--- config.mk ---
export PLATFORM = sky130hd
export DESIGN_NAME = ps2_keycode_rx_flat
export DESIGN_NICKNAME = d
export VERILOG_FILES = /design/src/rtl/ps2_pkg.sv /design/src/rtl/ps2_keycode_rx_if.sv /design/src/rtl/ps2_sync_filter.sv /design/src/rtl/ps2_keycode_rx.sv /design/src/flat_wrapper.sv
export SDC_FILE = /design/constraint.sdc
export NUM_CORES = 1
export LEC_CHECK = 0
export CORE_ASPECT_RATIO = 0.6
export CORE_MARGIN = 1.5
export CORE_UTILIZATION = 52
export CTS_CLUSTER_SIZE = 28
export DETAILED_ROUTE_END_ITERATION = 8
export PLACE_DENSITY = 0.75
export SETUP_SLACK_MARGIN = 0.15
export SLEW_MARGIN = 30
export SYNTH_ARGS = -nofsm -noshare
export SYNTH_HDL_FRONTEND = slang
export SYNTH_HIERARCHICAL = 1
export SYNTH_SLANG_ARGS = --single-unit
--- constraint.sdc ---
create_clock -name clk -period 1.8 [get_ports clk]
set_input_delay 0.27 -clock clk [delete_from_list [all_inputs] [get_ports clk]]
set_output_delay 0.27 -clock clk [all_outputs]
set_load 0.05 [all_outputs]
--- src/rtl/ps2_pkg.sv ---
// Shared definitions for the PS/2 keycode receiver.
//   ps2_state_e     : frame receiver FSM states
//   PS2_PREFIX_EXT  : extended-key prefix byte (E0)
//   PS2_PREFIX_BRK  : break (key release) prefix byte (F0)
//   PS2_KEY_NONE    : keycode value meaning "no key held"
//   odd_parity_ok() : frame parity check over data + parity bit
package ps2_pkg;

  typedef enum logic [1:0] {
    ST_IDLE   = 2'd0,
    ST_DATA   = 2'd1,
    ST_PARITY = 2'd2,
    ST_STOP   = 2'd3
  } ps2_state_e;

  localparam logic [7:0]  PS2_PREFIX_EXT = 8'hE0;
  localparam logic [7:0]  PS2_PREFIX_BRK = 8'hF0;
  localparam logic [15:0] PS2_KEY_NONE   = 16'h0000;

  // PS/2 uses odd parity: data bits plus parity bit hold an odd number of ones.
  function automatic logic odd_parity_ok(input logic [7:0] data, input logic par);
    return ^{data, par};
  endfunction

endpackage

--- src/rtl/ps2_keycode_rx_if.sv ---
// Signal bundle between a PS/2 device side and the keycode receiver.
//   ps2_clk, ps2_data : raw PS/2 lines, asynchronous to the system clock
//   keycode           : held key {prefix, scan code}, 16'h0000 when none
//   key_valid         : one-cycle pulse when keycode changes
//   frame_err         : one-cycle pulse on parity/stop error or timeout
// master = device/stimulus side, slave = receiver.
interface ps2_keycode_rx_if;
  logic        ps2_clk;
  logic        ps2_data;
  logic [15:0] keycode;
  logic        key_valid;
  logic        frame_err;

  modport master (
    output ps2_clk, ps2_data,
    input  keycode, key_valid, frame_err
  );

  modport slave (
    input  ps2_clk, ps2_data,
    output keycode, key_valid, frame_err
  );
endinterface

--- src/rtl/ps2_sync_filter.sv ---
// PS/2 line conditioning: 2-flop synchronizers on both lines, a glitch
// filter on the clock line and a falling-edge detector on the filtered clock.
//   clk, rst   : system clock, asynchronous active-high reset
//   ps2_clk    : raw PS/2 clock
//   ps2_data   : raw PS/2 data
//   data_s     : synchronized PS/2 data
//   fall_pulse : one-cycle pulse on each falling edge of the filtered clock
// FILTER_LEN must be at least 2.
module ps2_sync_filter #(
  parameter int FILTER_LEN = 4
) (
  input  logic clk,
  input  logic rst,
  input  logic ps2_clk,
  input  logic ps2_data,
  output logic data_s,
  output logic fall_pulse
);

  logic [1:0]            clk_sync_q;
  logic [1:0]            data_sync_q;
  logic [FILTER_LEN-1:0] hist_q, hist_d;
  logic                  filt_q, filt_d;
  logic                  fall_q, fall_d;

  // NOTE: every variable gets a default before any branch so no path leaves
  // it unassigned; otherwise synthesis infers a latch.
  always_comb begin
    hist_d = {hist_q[FILTER_LEN-2:0], clk_sync_q[1]};
    filt_d = filt_q;
    // The filtered level only moves once the last FILTER_LEN samples agree.
    if (&hist_q) begin
      filt_d = 1'b1;
    end else if (~|hist_q) begin
      filt_d = 1'b0;
    end
    fall_d = filt_q & ~filt_d;
  end

  // Everything resets to the idle-high bus level so that releasing reset
  // with the bus idle cannot look like a falling edge.
  // NOTE: sequential state uses non-blocking assignments so all flops see the
  // pre-edge values of each other, exactly like the hardware.
  always_ff @(posedge clk or posedge rst) begin
    if (rst) begin
      clk_sync_q  <= 2'b11;
      data_sync_q <= 2'b11;
      hist_q      <= '1;
      filt_q      <= 1'b1;
      fall_q      <= 1'b0;
    end else begin
      clk_sync_q  <= {clk_sync_q[0], ps2_clk};
      data_sync_q <= {data_sync_q[0], ps2_data};
      hist_q      <= hist_d;
      filt_q      <= filt_d;
      fall_q      <= fall_d;
    end
  end

  assign data_s     = data_sync_q[1];
  assign fall_pulse = fall_q;

endmodule

--- src/rtl/ps2_keycode_rx.sv ---
// PS/2 keyboard receiver: deframes 11-bit PS/2 frames and tracks the key
// currently held, folding E0 (extended) and F0 (break) prefixes.
//   clk, rst : system clock, asynchronous active-high reset
//   bus      : slave side of ps2_keycode_rx_if
//              (ps2_clk/ps2_data in, keycode/key_valid/frame_err out)
// Pipeline: the frame FSM flags a good or bad byte on the stop-bit sample;
// the key tracker consumes that flag on the following edge.
module ps2_keycode_rx
  import ps2_pkg::*;
#(
  parameter int FILTER_LEN  = 4,
  parameter int TIMEOUT_CYC = 20000
) (
  input  logic               clk,
  input  logic               rst,
  ps2_keycode_rx_if.slave    bus
);

  localparam int TMO_W = $clog2(TIMEOUT_CYC + 1);

  logic data_s;
  logic fall_pulse;

  ps2_state_e        state_q, state_d;
  logic [2:0]        bit_cnt_q, bit_cnt_d;
  logic [7:0]        shift_q, shift_d;
  logic              par_q, par_d;
  logic [TMO_W-1:0]  tmo_cnt_q, tmo_cnt_d;
  logic              byte_vld_q, byte_vld_d;
  logic              byte_err_q, byte_err_d;
  logic              tmo_hit_q, tmo_hit_d;
  logic              ext_q, ext_d;
  logic              brk_q, brk_d;
  logic [15:0]       keycode_q, keycode_d;
  logic              key_valid_q, key_valid_d;
  logic              frame_err_q, frame_err_d;
  logic [15:0]       cand;

  ps2_sync_filter #(
    .FILTER_LEN (FILTER_LEN)
  ) u_sync_filter (
    .clk        (clk),
    .rst        (rst),
    .ps2_clk    (bus.ps2_clk),
    .ps2_data   (bus.ps2_data),
    .data_s     (data_s),
    .fall_pulse (fall_pulse)
  );

  always_comb begin
    state_d     = state_q;
    bit_cnt_d   = bit_cnt_q;
    shift_d     = shift_q;
    par_d       = par_q;
    tmo_cnt_d   = tmo_cnt_q;
    byte_vld_d  = 1'b0;
    byte_err_d  = 1'b0;
    tmo_hit_d   = 1'b0;
    ext_d       = ext_q;
    brk_d       = brk_q;
    keycode_d   = keycode_q;
    frame_err_d = 1'b0;
    cand        = {(ext_q ? PS2_PREFIX_EXT : 8'h00), shift_q};

    // ---------------- frame receiver ----------------
    case (state_q)
      ST_IDLE: begin
        tmo_cnt_d = '0;
        // A sampled 1 here is line noise / idle level and is ignored.
        if (fall_pulse && !data_s) begin
          state_d   = ST_DATA;
          bit_cnt_d = 3'd0;
        end
      end
      ST_DATA: begin
        if (fall_pulse) begin
          shift_d   = {data_s, shift_q[7:1]};  // LSB arrives first
          bit_cnt_d = bit_cnt_q + 3'd1;
          if (bit_cnt_q == 3'd7) begin
            state_d = ST_PARITY;
          end
        end
      end
      ST_PARITY: begin
        if (fall_pulse) begin
          par_d   = data_s;
          state_d = ST_STOP;
        end
      end
      ST_STOP: begin
        if (fall_pulse) begin
          if (odd_parity_ok(shift_q, par_q) && data_s) begin
            byte_vld_d = 1'b1;
          end else begin
            byte_err_d = 1'b1;
          end
          state_d = ST_IDLE;
        end
      end
      default: state_d = ST_IDLE;
    endcase

    // Inactivity watchdog inside a frame; any sample restarts it.
    if (state_q != ST_IDLE) begin
      if (fall_pulse) begin
        tmo_cnt_d = '0;
      end else if (tmo_cnt_q == TMO_W'(TIMEOUT_CYC - 1)) begin
        state_d    = ST_IDLE;
        tmo_cnt_d  = '0;
        shift_d    = 8'h00;
        bit_cnt_d  = 3'd0;
        byte_err_d = 1'b1;
        tmo_hit_d  = 1'b1;
      end else begin
        tmo_cnt_d = tmo_cnt_q + TMO_W'(1);
      end
    end

    // ---------------- key tracker ----------------
    // shift_q still holds the accepted byte: the FSM sits in IDLE for at
    // least a whole PS/2 bit time after the stop sample.
    if (byte_vld_q) begin
      if (shift_q == PS2_PREFIX_EXT) begin
        ext_d = 1'b1;
      end else if (shift_q == PS2_PREFIX_BRK) begin
        brk_d = 1'b1;
      end else begin
        if (!brk_q) begin
          keycode_d = cand;
        end else if (keycode_q == cand) begin
          keycode_d = PS2_KEY_NONE;
        end
        ext_d = 1'b0;
        brk_d = 1'b0;
      end
    end

    if (byte_err_q) begin
      frame_err_d = 1'b1;
      // Only an aborted frame drops the pending prefixes.
      if (tmo_hit_q) begin
        ext_d = 1'b0;
        brk_d = 1'b0;
      end
    end

    // Typematic repeats rewrite the same value and therefore do not pulse.
    key_valid_d = (keycode_d != keycode_q);
  end

  always_ff @(posedge clk or posedge rst) begin
    if (rst) begin
      state_q     <= ST_IDLE;
      bit_cnt_q   <= 3'd0;
      shift_q     <= 8'h00;
      par_q       <= 1'b0;
      tmo_cnt_q   <= '0;
      byte_vld_q  <= 1'b0;
      byte_err_q  <= 1'b0;
      tmo_hit_q   <= 1'b0;
      ext_q       <= 1'b0;
      brk_q       <= 1'b0;
      keycode_q   <= PS2_KEY_NONE;
      key_valid_q <= 1'b0;
      frame_err_q <= 1'b0;
    end else begin
      state_q     <= state_d;
      bit_cnt_q   <= bit_cnt_d;
      shift_q     <= shift_d;
      par_q       <= par_d;
      tmo_cnt_q   <= tmo_cnt_d;
      byte_vld_q  <= byte_vld_d;
      byte_err_q  <= byte_err_d;
      tmo_hit_q   <= tmo_hit_d;
      ext_q       <= ext_d;
      brk_q       <= brk_d;
      keycode_q   <= keycode_d;
      key_valid_q <= key_valid_d;
      frame_err_q <= frame_err_d;
    end
  end

  assign bus.keycode   = keycode_q;
  assign bus.key_valid = key_valid_q;
  assign bus.frame_err = frame_err_q;

endmodule

--- src/flat_wrapper.sv ---
// flat-port wrapper written by rule: the top's interface ports become plain ports
module ps2_keycode_rx_flat import ps2_pkg::*;
#(
  parameter int FILTER_LEN  = 4,
  parameter int TIMEOUT_CYC = 20000
)
  (clk, rst, bus_ps2_clk, bus_ps2_data, bus_keycode, bus_key_valid, bus_frame_err);
  ps2_keycode_rx_if bus_i ();
  input  logic clk;
  input  logic rst;
  input wire logic [$bits(bus_i.ps2_clk)-1:0] bus_ps2_clk;
  input wire logic [$bits(bus_i.ps2_data)-1:0] bus_ps2_data;
  output wire logic [$bits(bus_i.keycode)-1:0] bus_keycode;
  output wire logic [$bits(bus_i.key_valid)-1:0] bus_key_valid;
  output wire logic [$bits(bus_i.frame_err)-1:0] bus_frame_err;
  assign bus_i.ps2_clk = bus_ps2_clk;
  assign bus_i.ps2_data = bus_ps2_data;
  assign bus_keycode = bus_i.keycode;
  assign bus_key_valid = bus_i.key_valid;
  assign bus_frame_err = bus_i.frame_err;
  ps2_keycode_rx #(.FILTER_LEN(FILTER_LEN), .TIMEOUT_CYC(TIMEOUT_CYC)) u_core (.clk(clk), .rst(rst), .bus(bus_i));
endmodule
==> flow_summary.ini <==
[finish]
utilization = 0.686
n_antenna_cell = 0
num-fill-cells = 401
multi_input_area_sq_um = 1230
layout.nets = 329
syn2layout_area_growth_pct = 24.6
instances_no_fill = 393
layout-drive-gt1-share = 0.260
regArea_sq_um = 1570

[logic_synthesis]
yosysUniqueCellTypes = 46
synth_edf_count = 0
synth_seq_area_share = 0.549
yosys_warnings = 6
synth_nets = 288
synth.most_common_cell = dfrtp_1
ys_async_sr_fraction = 1.00
netlist_area_sq_um = 2850
synth_area_leaders = dfrtp_1 47%, dfstp_2 8.3%, xor2_1 4.6%
yosysTopAreaCell = dfrtp_1
synth_top_area_share = 0.466
synth_cells = 281
synthFlopType = dfrtp_1
synth-seq-cells = 62
avgSynthCellArea_sq_um = 10.1
ys_top_cells_by_count = 53 x dfrtp_1, 29 x nor2_1, 26 x nand2_1, 17 x nand3_1

[routing]
drt_first_pass_iters = 4
wl_per_cell_um = 16.3
drc = 0
num_vias = 2229
drt_iter0_drc = 244
ant_nets = 0
avgViaCountPerCell = 5.67
routed_wl_mm = 6.41

[sta]
fin_skew_ns = 0.0102
slew_viol_final = 0
finalSetupViolCount = 0
period_needed_ns = 1.80
fin_crit_sh = 0.999
max_freq_ghz = 0.556
maxSlewHeadroom = 0.670
hold_viol_final = 0
worst_pin_slew_ns = 0.494
rsz0062_at_grt = yes

[clocking]
cts_max_path_buffers = 2
cts-buffers-inserted = 9
clkSinkCount = 62
clkTransAtPathRegs_ns = 0.06
root_buffer = clkbuf_8
ctsHoldBuffers = 0
cts_tree = built
clk_latency_ns = 0.34
htree_levels = 3

[setup_path]
cp-end-kind = flip-flop
critical-path-slowest-cell = dfrtp_2
cp.arrival_ns = 2.02
critical_path_buf_inv_count = 0
path_max_fanout = 17
crit_required_ns = 2.02
cp_top_family = compound AO/OA/AOI/OAI gates
r2r-start = u_core/bus.keycode[15]
crit_chain = or3_4 -> o21a_1 -> nor2_1 -> nand4_1 -> a21o_4 -> a22o_1
cp-start-kind = flip-flop
ff2ff_path_depth = 6
r2r_setup_slack_ns = 0.001
critPathMaxStageDelay_ns = 0.40
r2r-end = u_core/bus.keycode[15]
critical_path_class = reg2reg
startpoint = u_core/bus.keycode[15]

[global_route]
track_usage = 0.234
grt_max_degree = 53
gr-total-overflow = 0
antenna_found_initial = 0
grt_pass1_vias = 2023
grt_pass1_wl_mm = 10.2

[power_and_ir_drop]
powerDensity_nw_per_um2 = 889
p_leak_nw = 1.64
peakVddDrop_mv = 0.613

[floorplanning]
core_area_sq_um = 5180
die_x_um = 98.6
std_cell_rows = 20
ioPinCount = 22
die_area_sq_um = 5950
start_util = 0.550
fp.dieH_um = 60.3

[placed_design]
routabilityCongestion = 1.00
dp.cells = 373
dp_hpwl_mm = 4.18
port_buffers = 21

[job]
maxCapViolCount = 0

[run_status]
status = complete, no violations

[hold_path]
hold_class = in2async
report_power, final:
part	switching, mW	internal, mW	total [mW]	leakage (nW)
combinational	0.159	0.0976	0.257	0.702
sequential	0.0418	1.45	1.49	0.817
clock	0.518	0.891	1.41	0.120
per-stage QoR:
stage	power (mW)	setup WS, ns	setup TNS (ns)	instance area (sq um)	hold slack (ns)
finish	3.16	0.00138	0	3550	0.244
global route	3.28	-0.0552	-0.418	3550	0.277
CTS	3.17	0.00582	0	3470	0.246
detailed placement	1.74	-0.0129	-0.0138	3220	0.348
global placement	1.73	0.0361	0	3220	0.346
floorplan	1.67	-0.105	-0.810	2860	0.104
cell usage in the layout, fill, tap and decap left out, drive strengths merged, types with 5 or more instances in the layout:
cell type / instances
a21oi: 12
a22o: 12
and2: 5
buf: 37
clkbuf: 13
dfrtp: 53
dfstp: 9
dlygate4sd2: 5
inv: 16
nand2: 26
nand3: 17
nor2: 29
o21ai: 7
o22ai: 6
xnor2: 10
xor2: 15
per-layer routing:
metal	wire, um	GRT usage	share of wire	up-vias
met4	63	0.0857	0.0098	0
met5	0	0	0	-
met1	3200	0.347	0.50	1080
met2	2550	0.315	0.40	84
li1	-	-	-	1058
met3	595	0.0841	0.093	7
cell families (layout without fill, tap and decap cells):
family          Yosys count  after routing  synth area share
simple gates            105            105             0.177
xor+xnor                 25             25            0.0769
compound gates           55             55             0.141
flops                    62             62             0.549
fa+ha+maj                 3              3            0.0132
buf+inv                  31             77            0.0439
state kept, by name, summed over array words and instances, names as in the netlist, 2 cells and up:
name,cells
u_core/bus.keycode,16
u_core/u_sync_filter/data_sync_q,2
u_core/u_sync_filter/hist_q,4
u_core/bit_cnt_q,3
u_core/state_q,2
u_core/shift_q,8
u_core/u_sync_filter/clk_sync_q,2
u_core/tmo_cnt_q,15
how the worst max path moves through the flow:
stage,end,cells after the start
5_1_grt,u_core/bus.keycode[3],6
3_5_place_dp,u_core/bus.keycode[15],6
4_1_cts,u_core/bus.keycode[15],6
6_report,u_core/bus.keycode[15],6
2_1_floorplan,u_core/bus.keycode[13],7
3_3_place_gp,u_core/bus.keycode[15],6
layout make-up:
class,instances,share of cell area
Sequential cell,62,0.443
Timing Repair Buffer,45,0.105
Clock buffer,13,0.0476
Tap cell,66,0.0233
Multi-Input combinational cell,188,0.346
Clock inverter,3,0.0183
Inverter,16,0.0169
what timing repair did:
item,4_1_cts,5_1_grt
pin swaps,0,9
gates cloned,0,1
setup buffers,1,2
resized for setup,10,18
setup endpoints to repair,48,29
Power figures use the tool's default switching activity.
